**src/rtl/seq_mult4_pkg.sv**
```systemverilog
// Shared definitions for the sequential 4x4 shift-and-add multiplier.
package seq_mult4_pkg;

    typedef enum logic [1:0] {
        IDLE = 2'b00,
        RUN  = 2'b01,
        DONE = 2'b10
    } state_t;

    localparam int         ITERS     = 4;
    localparam logic [1:0] LAST_ITER = 2'(ITERS - 1);

endpackage : seq_mult4_pkg

```
**src/rtl/seq_mult4_add4.sv**
```systemverilog
// 4-bit ripple-carry adder: s = a + b + cin, carry out on cout.
module add4 (
    input  logic [3:0] a,
    input  logic [3:0] b,
    input  logic       cin,
    output logic [3:0] s,
    output logic       cout
);

    logic [4:0] carry;

    assign carry[0] = cin;

    generate
        for (genvar gi = 0; gi < 4; gi++) begin : g_bit
            assign s[gi]         = a[gi] ^ b[gi] ^ carry[gi];
            assign carry[gi + 1] = (a[gi] & b[gi]) | (carry[gi] & (a[gi] ^ b[gi]));
        end
    endgenerate

    assign cout = carry[4];

endmodule : add4

```
**src/rtl/seq_mult4.sv**
```systemverilog
// Sequential 4x4 unsigned multiplier: one shared 4-bit adder, four shift-and-add
// iterations, start/busy/done handshake and a registered 8-bit product.
module seq_mult4
    import seq_mult4_pkg::*;
(
    input  logic       clk,
    input  logic       rst_n,
    input  logic       start,
    input  logic [3:0] a,
    input  logic [3:0] b,
    output logic       busy,
    output logic       done,
    output logic [7:0] product
);

    state_t     state_reg, state_next;
    logic [3:0] m_reg, m_next;
    logic [3:0] acc_reg, acc_next;
    logic [3:0] q_reg, q_next;
    logic [1:0] cnt_reg, cnt_next;
    logic [7:0] product_reg, product_next;

    logic [3:0] addend;
    logic [3:0] sum;
    logic       carry;
    logic [3:0] acc_shift;
    logic [3:0] q_shift;

    // The multiplicand is added only when the current multiplier LSB is set.
    assign addend = q_reg[0] ? m_reg : 4'd0;

    add4 u_add4 (
        .a    (acc_reg),
        .b    (addend),
        .cin  (1'b0),
        .s    (sum),
        .cout (carry)
    );

    // {carry, sum, q} shifted right by one: sum LSB drops into the lower product.
    assign acc_shift = {carry, sum[3:1]};
    assign q_shift   = {sum[0], q_reg[3:1]};

    always_ff @(posedge clk or negedge rst_n) begin
        if (!rst_n) begin
            state_reg   <= IDLE;
            m_reg       <= 4'd0;
            acc_reg     <= 4'd0;
            q_reg       <= 4'd0;
            cnt_reg     <= 2'd0;
            product_reg <= 8'd0;
        end else begin
            state_reg   <= state_next;
            m_reg       <= m_next;
            acc_reg     <= acc_next;
            q_reg       <= q_next;
            cnt_reg     <= cnt_next;
            product_reg <= product_next;
        end
    end

    always_comb begin
        state_next   = state_reg;
        m_next       = m_reg;
        acc_next     = acc_reg;
        q_next       = q_reg;
        cnt_next     = cnt_reg;
        product_next = product_reg;

        unique case (state_reg)
            IDLE: begin
                if (start) begin
                    m_next     = a;
                    q_next     = b;
                    acc_next   = 4'd0;
                    cnt_next   = 2'd0;
                    state_next = RUN;
                end
            end
            RUN: begin
                acc_next = acc_shift;
                q_next   = q_shift;
                cnt_next = cnt_reg + 2'd1;
                if (cnt_reg == LAST_ITER) begin
                    product_next = {acc_shift, q_shift};
                    state_next   = DONE;
                end
            end
            DONE: begin
                state_next = IDLE;
            end
            default: begin
                state_next = IDLE;
            end
        endcase
    end

    assign busy    = (state_reg != IDLE);
    assign done    = (state_reg == DONE);
    assign product = product_reg;

endmodule : seq_mult4

```
**config.mk**
```make
export PLATFORM = sky130hd
export DESIGN_NAME = seq_mult4
export DESIGN_NICKNAME = d
export VERILOG_FILES = /design/src/rtl/seq_mult4_pkg.sv /design/src/rtl/seq_mult4_add4.sv /design/src/rtl/seq_mult4.sv
export SDC_FILE = /design/constraint.sdc
export NUM_CORES = 1
export LEC_CHECK = 0
export ABC_AREA = 1
export CAP_MARGIN = 20
export CORE_MARGIN = 2
export CORE_UTILIZATION = 47
export CTS_BUF_LIST = sky130_fd_sc_hd__clkbuf_2 sky130_fd_sc_hd__clkbuf_4 sky130_fd_sc_hd__clkbuf_8
export DETAILED_ROUTE_END_ITERATION = 8
export GPL_TIMING_DRIVEN = 0
export PLACE_DENSITY = 0.76
export RECOVER_POWER = 50
export SYNTH_ARGS = -nofsm -noshare
export SYNTH_HDL_FRONTEND = slang
export SYNTH_SLANG_ARGS = --single-unit
```
**constraint.sdc**
```tcl
create_clock -name clk -period 2 [get_ports clk]
set_input_delay 0.4 -clock clk [delete_from_list [all_inputs] [get_ports clk]]
set_output_delay 0.4 -clock clk [all_outputs]
set_load 0.02 [all_outputs]
```
==> metrics <==
first-pass GRT wire length between 3 and 4 mm; Ant. Diodes 0; worst reg2reg endpoint acc_reg[2]; worst setup margin -0.0865 ns; r2r worst-path depth 8; FF-to-FF setup slack -0.03 ns; launch point of the worst reg-to-reg path q_reg[0]; slowest CP cell dfrtp_1; crit path kind reg2out; Mean Syn Cell Area 8.85 sq um; Hold WC Path Type in2async; cell area power density 1400 nW/um^2; max reg flops 8; clock latency on the worst-skew pair 0.30 ns; Root Driver clkbuf_4; Placer Congestion 0.783; synthesis-stage register bit count 24; critical-path cell list clkbuf_1 -> nor2_1 -> inv_1 -> dlygate4sd2_1; total CTS buffers 3; CORE AREA 2190 sq um; sequential share of the synthesized area 55.2%; max-slew violations 0; CP startpoint state_reg[0]; Mapped Nets between 100 and 150; Setup-failing EPs final 3; Congestion Overflow GR 0; H-tree levels 1; WP data arrival 1.69 ns; setup TNS -0.152 ns; CTS max path bufs 2; initial antenna violation count 0; final hold vios 0; Fmax achieved 479 MHz; CTS tree done; number of detailed-route iterations in the first pass 4; Mapped Area 1090 sq um; fin crit period 2.09 ns; TritonCTS Sinks 24; die span in x between 50 and 60 um; CP required 1.60 ns; total track usage 18.0%; die area between 2000 and 3000 sq um; Setup crit end busy; Min Hold Slack 0.470 ns; Synth-to-Final Area Change 26.2%; Clock Skew 0.00190 ns; fraction of layout cells with a size suffix above 1 10.7%; total power around 1.9 mW; Via density around 4.7; number of global-route vias before repair 815; Least-Margin Pin Slew 0.719 ns; Pleak 0.714 nW; die height 52.1 um; Port Buf Inserts 20; Ports 21; total number of vias 845; residual DRC count 0; relative slew slack 52.0%; CP max FO 10; Synth Warn # 0; failing checks negative setup slack; startpoint types flip-flop; clock-pin slew on the worst setup and hold paths 0.13 ns; status finished with violations; count of unique library cells instantiated by Yosys 15; worst stage delay on the critical path 0.38 ns; # nets final 167; total of max-cap violations 0; Tcrit/Tclk final 104%; hold buffers post-CTS 0; DP Wirelength 1.51 mm; ANT nets after route 0; largest net degree at the start of global routing 25; RSZ-0062 raised after global routing yes; synthesized instance count 123; peak supply drop 0.000660 V; routed len/inst 11.4 um; Post-Route WL roughly 2 mm; Starting Density 49.7%; cell row count 17; type of element capturing the critical path output pin; Starting DRT DRC Count 27
worst max-delay path, delay by kind of cell (launching register included):
family | cells | cell delay [ns]
buffers and inverters | 3 | 0.63
and+or+nand+nor | 1 | 0.37
DFF | 1 | 0.38
layout make-up:
type	instances	area, sq um
inverters	11	41.3
multi-input cells	85	424
fillers	199	817
flip-flops and latches	24	601
plain buffers	3	16.3
repair buffers	23	220
well taps	28	35.0
clock buffers	4	36.3
worst min path at each step:
stage	endpoint	start	slack [ns]	depth (start not counted)
4_1_cts	m_reg[3]	m_reg[3]	0.50	2
5_1_grt	product[6]	rst_n	0.50	1
3_3_place_gp	cnt_reg[1]	cnt_reg[1]	0.46	2
6_report	product[6]	rst_n	0.47	1
2_1_floorplan	acc_reg[0]	rst_n	0.10	0
3_5_place_dp	m_reg[3]	m_reg[3]	0.47	2
cells in the mapped netlist (all sizes together):
cell type | number | share of area (%)
nand2 | 57 | 20
dfrtp | 24 | 55
inv | 11 | 3.8
o21ai | 11 | 5.1
nand3 | 10 | 5.1
buf | 3 | 1.8
fa | 3 | 5.5
ha | 2 | 2.3
nor2 | 2 | 1.4
logic make-up (layout without fill, tap and decap cells):
family,after synthesis,count (layout),synth area share [%]
fa+ha+maj,5,5,7.82
flops,24,24,55.2
simple gates,69,69,26.3
buf+inv,14,41,5.63
compound gates,11,11,5.06
routing by layer:
layer  routed length (um)  track usage (%)  vias up  share of wire, %
li1                     -                -      433                 -
met1                  942             23.0      398                46
met2                 1020             30.8       12                50
met3                   59             2.59        2               2.9
met4                   14             6.58        0              0.69
met5                    0                0        -                 0
through the flow:
step	setup slack, ns	utilization [%]	cell area (sq um)	std cells
after floorplan	0.00113	-	1100	123
after global placement	-0.0683	60.8	1330	171
after detailed placement	-0.0637	60.8	1330	171
after CTS	-0.0465	63.2	1380	177
after global routing	-0.161	62.7	1370	178
final	-0.0865	62.7	1370	178
report_power, final:
part           total [mW]  leakage [nW]  internal [mW]  switching, mW
Sequential          0.796         0.309          0.678          0.118
Clock               0.249        0.0210          0.111          0.138
Combinational       0.882         0.384          0.360          0.522
timing repair:
| item | CTS | global route |
|---|---|---|
| setup buffers | 2 | 0 |
| endpoints found under the setup margin | 3 | 3 |
| pin swaps | 6 | 2 |
| gates resized for setup | 3 | 1 |
placed cells by master, fill, tap and decap left out, drive strengths merged:
cell type      netlist  layout
nand2               57      57
dfrtp               24      24
clkdlybuf4s50        0      17
inv                 11      11
o21ai               11      11
nand3               10      10
clkbuf               0       6
buf                  3       4
fa                   3       3
nor2                 2       2
ha                   2       2
dlygate4sd3          0       1
dlygate4sd2          0       1
dlymetal6s2s         0       1
Power figures use the tool's default switching activity.
